## config.mk

```make
export PLATFORM = sky130hd
export DESIGN_NAME = fxp8s_mat_feeder
export DESIGN_NICKNAME = d
export VERILOG_FILES = /design/src/rtl/fxp8s_mat_feeder.sv
export SDC_FILE = /design/constraint.sdc
export NUM_CORES = 1
export LEC_CHECK = 0
export CAP_MARGIN = 40
export CORE_UTILIZATION = 35
export CTS_BUF_LIST = sky130_fd_sc_hd__clkbuf_4 sky130_fd_sc_hd__clkbuf_8
export DETAILED_ROUTE_END_ITERATION = 6
export GPL_TIMING_DRIVEN = 0
export HOLD_SLACK_MARGIN = 0.12
export SLEW_MARGIN = 5
export SYNTH_ARGS = -nofsm -noshare
export SYNTH_HDL_FRONTEND = slang
export SYNTH_SLANG_ARGS = --single-unit
```

## constraint.sdc

```tcl
create_clock -name clk -period 2.45 [get_ports clk]
set_clock_uncertainty 0.1 [all_clocks]
set_input_delay 0.49 -clock clk [delete_from_list [all_inputs] [get_ports clk]]
set_output_delay 0.49 -clock clk [all_outputs]
set_load 0.05 [all_outputs]
```

## src/rtl/fxp8s_mat_feeder.sv

```systemverilog
// Converts a byte-serial stream of two's-complement matrix elements to FXP8S
// sign-magnitude. Elements are packed two per row beat, and each operation
// delivers matrix A and then matrix B, zero-padded to exactly ROWS beats each.
module fxp8s_mat_feeder #(
  parameter int ROWS = 2
) (
  input  logic        clk,
  input  logic        rst,
  input  logic        host_en,
  output logic        host_rdy,
  input  logic [7:0]  host_data,
  input  logic        host_last,
  output logic        out_en,
  input  logic        out_rdy,
  output logic        out_mat,
  output logic        out_mat_done,
  output logic [15:0] out_data,
  output logic        op_done
);

  localparam int RW = (ROWS > 1) ? $clog2(ROWS) : 1;
  localparam int EW = $clog2(2 * ROWS);
  localparam logic [RW-1:0] LAST_ROW  = RW'(ROWS - 1);
  localparam logic [EW-1:0] LAST_ELEM = EW'(2 * ROWS - 1);

  typedef enum logic [1:0] {LD_A, PAD_A, LD_B, PAD_B} state_e;

  // 0x80 has no positive counterpart, so it saturates to magnitude 127.
  function automatic logic [7:0] to_fxp8s(input logic [7:0] x);
    logic [7:0] neg;
    logic [7:0] res;
    neg = -x;
    if (!x[7])            res = x;
    else if (x == 8'h80)  res = 8'hFF;
    else                  res = {1'b1, neg[6:0]};
    return res;
  endfunction

  state_e          state_q, state_d;
  logic [7:0]      pend_q, pend_d;
  logic [EW-1:0]   elem_q, elem_d;
  logic [RW-1:0]   row_q, row_d;
  logic            out_en_q, out_en_d;
  logic [15:0]     out_data_q, out_data_d;
  logic            out_mat_q, out_mat_d;
  logic            out_done_q, out_done_d;
  logic            op_done_q, op_done_d;

  logic            ld_state;
  logic            slot_free;
  logic            accept;
  logic            in_b;
  logic            is_last_row;
  logic            mat_end;
  logic            load_beat;
  logic [15:0]     beat;
  logic [7:0]      conv;

  assign ld_state    = (state_q == LD_A) || (state_q == LD_B);
  assign slot_free   = ~out_en_q | out_rdy;
  assign host_rdy    = ld_state & slot_free & ~rst;
  assign accept      = host_en & host_rdy;
  assign in_b        = (state_q == LD_B) || (state_q == PAD_B);
  assign is_last_row = (row_q == LAST_ROW);
  assign conv        = to_fxp8s(host_data);

  // NOTE: every always_comb output gets a default first, so no path can infer a latch.
  always_comb begin
    state_d    = state_q;
    pend_d     = pend_q;
    elem_d     = elem_q;
    row_d      = row_q;
    load_beat  = 1'b0;
    beat       = 16'h0000;
    mat_end    = 1'b0;
    op_done_d  = out_en_q & out_rdy & out_mat_q & out_done_q;

    unique case (state_q)
      LD_A, LD_B: begin
        if (accept) begin
          mat_end = host_last | (elem_q == LAST_ELEM);
          if (elem_q[0] | host_last) begin
            load_beat = 1'b1;
            beat      = elem_q[0] ? {conv, pend_q} : {8'h00, conv};
          end else begin
            pend_d = conv;
          end
          elem_d = mat_end ? '0 : elem_q + 1'b1;
          if (mat_end && is_last_row) begin
            state_d = (state_q == LD_A) ? LD_B : LD_A;
            row_d   = '0;
          end else if (mat_end) begin
            state_d = (state_q == LD_A) ? PAD_A : PAD_B;
            row_d   = row_q + 1'b1;
          end else if (load_beat) begin
            row_d = row_q + 1'b1;
          end
        end
      end
      PAD_A, PAD_B: begin
        if (slot_free) begin
          load_beat = 1'b1;
          if (is_last_row) begin
            state_d = (state_q == PAD_A) ? LD_B : LD_A;
            row_d   = '0;
          end else begin
            row_d = row_q + 1'b1;
          end
        end
      end
      default: state_d = LD_A;
    endcase

    // The output register drains on a transfer and reloads in the same cycle.
    out_en_d   = load_beat | (out_en_q & ~out_rdy);
    out_data_d = load_beat ? beat : out_data_q;
    out_mat_d  = load_beat ? in_b : out_mat_q;
    out_done_d = load_beat ? is_last_row : out_done_q;
  end

  // NOTE: reset is synchronous; every state register is cleared so a mid-stream reset drops all partial work.
  always_ff @(posedge clk) begin
    if (rst) begin
      state_q    <= LD_A;
      pend_q     <= '0;
      elem_q     <= '0;
      row_q      <= '0;
      out_en_q   <= 1'b0;
      out_data_q <= '0;
      out_mat_q  <= 1'b0;
      out_done_q <= 1'b0;
      op_done_q  <= 1'b0;
    end else begin
      // NOTE: non-blocking assignments keep all registers updating from pre-edge values.
      state_q    <= state_d;
      pend_q     <= pend_d;
      elem_q     <= elem_d;
      row_q      <= row_d;
      out_en_q   <= out_en_d;
      out_data_q <= out_data_d;
      out_mat_q  <= out_mat_d;
      out_done_q <= out_done_d;
      op_done_q  <= op_done_d;
    end
  end

  assign out_en       = out_en_q;
  assign out_data     = out_data_q;
  assign out_mat      = out_mat_q;
  assign out_mat_done = out_done_q;
  assign op_done      = op_done_q;

endmodule

```

==> impl_summary.log <==
INFO  metric overflow = 0
INFO  metric critical_path_depth = 4
INFO  metric max_freq = 0.431 GHz
INFO  metric switching_share = around 29%
INFO  metric biggest_cell_delay_along_the_critical_path = 0.53 ns
INFO  metric starting_density = 37.9%
INFO  metric post_route_cells_drive_above_1_share = 11.4%
INFO  metric dp_worst_setup_slack = -0.253 ns
INFO  metric finish.net_count = 234
INFO  metric vias_in_the_first_global_route = 1394
INFO  metric min_path_type = reg -> reg
INFO  metric path_class = in -> out
INFO  metric num_rows = 23
INFO  metric cts_setup_buffers = 0
INFO  metric cts.clk_slew.worst_paths = 0.06 ns
INFO  metric setup_repair_after_global_routing_missed_its_margin = no
INFO  metric synth.top_cell.area_share = between 40% and 50%
INFO  metric mean_instance_size_in_the_synthesized_netlist = between 8 and 9 um2
INFO  metric dp.final_hpwl = 2940 um
INFO  metric worst-slew-pin-transition = 0.612 ns
INFO  metric synth-edff-count = 0
INFO  metric number_of_standard_cells_in_the_final_layout_excluding_fillers = 269
INFO  metric sequential_cell_area = 661 um2
INFO  metric grt_pass1_wl = 6430 um
INFO  metric drt-pass1-iter-count = 4
INFO  metric drc = 0
INFO  metric power.switching = about 0.35 mW
INFO  metric number_of_levels_the_h_tree_was_split_into = 2
INFO  metric arrival = 1.73 ns
INFO  metric viasPerCell = 5.58
INFO  metric yosys.cell_count.top_type = sky130_fd_sc_hd__dfxtp_1
INFO  metric timing.final.crit_period = 2.32 ns
INFO  metric critical_path.max_fanout = 5
INFO  metric final_cell_area = 0.00202 mm2
INFO  metric floorplan.die.height = 69.0 um
INFO  metric worst_hold_path.num_cells = 2
INFO  metric yosysUniqueCellTypes = 47
INFO  metric vdd_ir_drop_max = 253 uV
INFO  metric internal_power = roughly 0.9 mW
INFO  metric worst_slew_margin_relative_to_its_limit = 59.0%
INFO  metric wl_per_cell = between 10 and 15 um
INFO  metric maxCapViolCount = 0
INFO  metric route.final.wire_length = roughly 4000 um
INFO  metric synthToLayoutAreaGrowth = 28.9%
INFO  metric grt_start_max_net_pins = 11
INFO  metric yosys-top-cells-count = 33 x sky130_fd_sc_hd__dfxtp_1, 20 x sky130_fd_sc_hd__nand3_1, 17 x sky130_fd_sc_hd__a21oi_1
INFO  metric netlist_area = 0.00157 mm2
INFO  metric dieWidth = approximately 69 um
INFO  metric setup-violations-final = 0
INFO  metric gp_congestion = 0.810
INFO  metric tritoncts.num_buffers = 5
INFO  metric place.port_buffers = 30
INFO  metric antenna_found_initial = 0
INFO  metric path_cells = clkdlybuf4s50_1, nor2b_2, nor2_1, dlygate4sd2_1
INFO  metric numPlacedInstances = between 200 and 300
INFO  metric post_synthesis_sequential_area_ratio = 42.1%
INFO  metric placedInstanceArea = between 0.0015 and 0.002 mm2
INFO  metric cp_num_buf_inv = 2
INFO  metric power.sequential.fraction = 46.7%
INFO  metric worst_path_max_delay_cell = sky130_fd_sc_hd__dlygate4sd2_1
INFO  metric path_delay_family = buffers and inverters
INFO  metric fill_cells = 430
INFO  metric timing_max_transition_violations_final = 0
INFO  metric cts_hold_buffers = 0
INFO  metric die_area = 0.00476 mm2
INFO  metric n_antenna_cell = 0
INFO  metric crit_path_start_kind = input pin
INFO  metric setup_total_negative_slack = 0 ns
INFO  metric layout_setup_ws = between 0.1 and 0.15 ns
INFO  metric postSynthNetCount = just under 200
INFO  metric worstSkewPairLatency = 0.28 ns
INFO  metric tritoncts = yes
INFO  metric synth.largest_area_cell = sky130_fd_sc_hd__dfxtp_1
INFO  metric routed-via-count = approximately 1500
INFO  metric grtUsageTotal = 18.7%
INFO  metric synth_async_sr_flop_share = 0%
INFO  metric cts-root-to-sink-buffers = 2
INFO  metric worstRegToRegCells = 5
INFO  metric antenna_violating_nets_post_route = 0
INFO  metric period_share = around 95%
INFO  metric combinationalPowerShare = 18.9%
INFO  metric drt-initial-drc-count = 134
INFO  metric power_density = 609 mW/mm2
INFO  metric synthCells = 182
INFO  metric status = finished, final reports clean
INFO  metric synth_ff_type = sky130_fd_sc_hd__dfxtp_1
INFO  metric postSynthRegisterBits = 33
INFO  metric numClockSinks = 33
INFO  metric num_io_pins = 34
INFO  metric clockPowerShare = about a third
INFO  metric synth.area.top_cells = sky130_fd_sc_hd__dfxtp_1 42%, sky130_fd_sc_hd__nand3_1 6.4%, sky130_fd_sc_hd__a21oi_1 5.4%
INFO  metric number_of_hold_slack_violations_in_the_final_timing_report = 0
INFO  metric cts_root_buffer = sky130_fd_sc_hd__clkbuf_8
INFO  metric utilization = roughly half
INFO  metric p_leak = 0.713 nW
INFO  metric fp.coreArea = slightly above 0.004 mm2
INFO  metric multi_input_comb_area = approximately 840 um2
INFO  metric yosys_warnings = 0
INFO  metric cp_data_required_time = between 1.5 and 2 ns
INFO  metric end_kind = output port
## what timing repair did
action,CTS,global route
setup endpoints to repair,1,1
pin swaps,0,0
resized for setup,1,1
## per-stage QoR
step	power, mW	hold WS, ns
4_1_cts	1.24	0.358
3_3_place_gp	0.815	0.341
2_1_floorplan	0.739	0.333
5_1_grt	1.29	0.380
6_report	1.23	0.356
3_5_place_dp	0.820	0.347
## cell type report
class / count / area share (%)
multi-input combinational: 133 / 41.5
inverter: 5 / 0.927
sequential: 33 / 32.6
tap: 50 / 3.09
timing repair buffer: 30 / 14.8
buffer: 11 / 2.60
clock buffer: 7 / 4.45
## placed cells by master (no fill, tap or decap), types with 4 or more instances in the layout
cell | synthesis | layout
sky130_fd_sc_hd__inv_1 | 5 | 5
sky130_fd_sc_hd__mux2_2 | 4 | 4
sky130_fd_sc_hd__nand2_1 | 12 | 12
sky130_fd_sc_hd__o21ai_0 | 6 | 6
sky130_fd_sc_hd__dfxtp_1 | 33 | 33
sky130_fd_sc_hd__nor2_1 | 13 | 13
sky130_fd_sc_hd__a21oi_1 | 17 | 17
sky130_fd_sc_hd__clkbuf_1 | 6 | 6
sky130_fd_sc_hd__a31oi_1 | 4 | 4
sky130_fd_sc_hd__o2bb2ai_1 | 5 | 5
sky130_fd_sc_hd__clkdlybuf4s50_1 | 0 | 29
sky130_fd_sc_hd__nor3_1 | 4 | 4
sky130_fd_sc_hd__nand3_1 | 20 | 20
sky130_fd_sc_hd__clkbuf_8 | 0 | 6
sky130_fd_sc_hd__a211oi_1 | 5 | 5
## layer usage
layer  vias up  part of all wire, %  GRT usage [%]
li1        762                    -              -
met1       686                   47           24.4
met4         0                  1.7           9.69
met5         -                    0              0
met2        47                   45           28.3
met3         7                  5.9           4.44
## cell families (layout without fill, tap and decap cells)
family                   Yosys count  count (layout)  synth area share [%]
AND/OR/NAND/NOR                   73              73                  25.5
AO/OA/AOI/OAI                     53              53                  22.9
flip-flops                        33              33                  42.1
buffers and inverters             16              53                  4.54
multiplexers                       4               4                  2.87
adder cells (fa/ha/maj)            2               2                  1.59
XOR/XNOR                           1               1                 0.558
## worst register-to-register path: cells and delay by family (launching register included)
family / cells / cell delay [ns]
AO/OA/AOI/OAI: 2 / 0.55
buffers and inverters: 1 / 0.22
flip-flops: 1 / 0.34
AND/OR/NAND/NOR: 2 / 0.61
## final timing paths
check | slack [ns] | from | endpoint
setup / recovery | 0.13 | out_rdy | host_rdy
hold / removal | 0.36 | pend_q[7] | pend_q[7]
setup reg to reg | 0.52 | elem_q[0] | out_data[1]
hold reg to reg | 0.36 | pend_q[7] | pend_q[7]
## power by group through the flow
stage | Clock (mW) | Sequential (mW) | Combinational (mW)
3_5_place_dp | 0 | 0.587 | 0.233
2_1_floorplan | 0 | 0.627 | 0.112
6_report | 0.425 | 0.575 | 0.233
5_1_grt | 0.455 | 0.578 | 0.252
4_1_cts | 0.434 | 0.575 | 0.232
3_3_place_gp | 0 | 0.586 | 0.229
## state kept, by name (all words and copies together), names as in the netlist, 2 cells and up
register,flops
out_data,16
pend_q,8
elem_q,2
state_q,2
(Power assumes the default switching activity.)
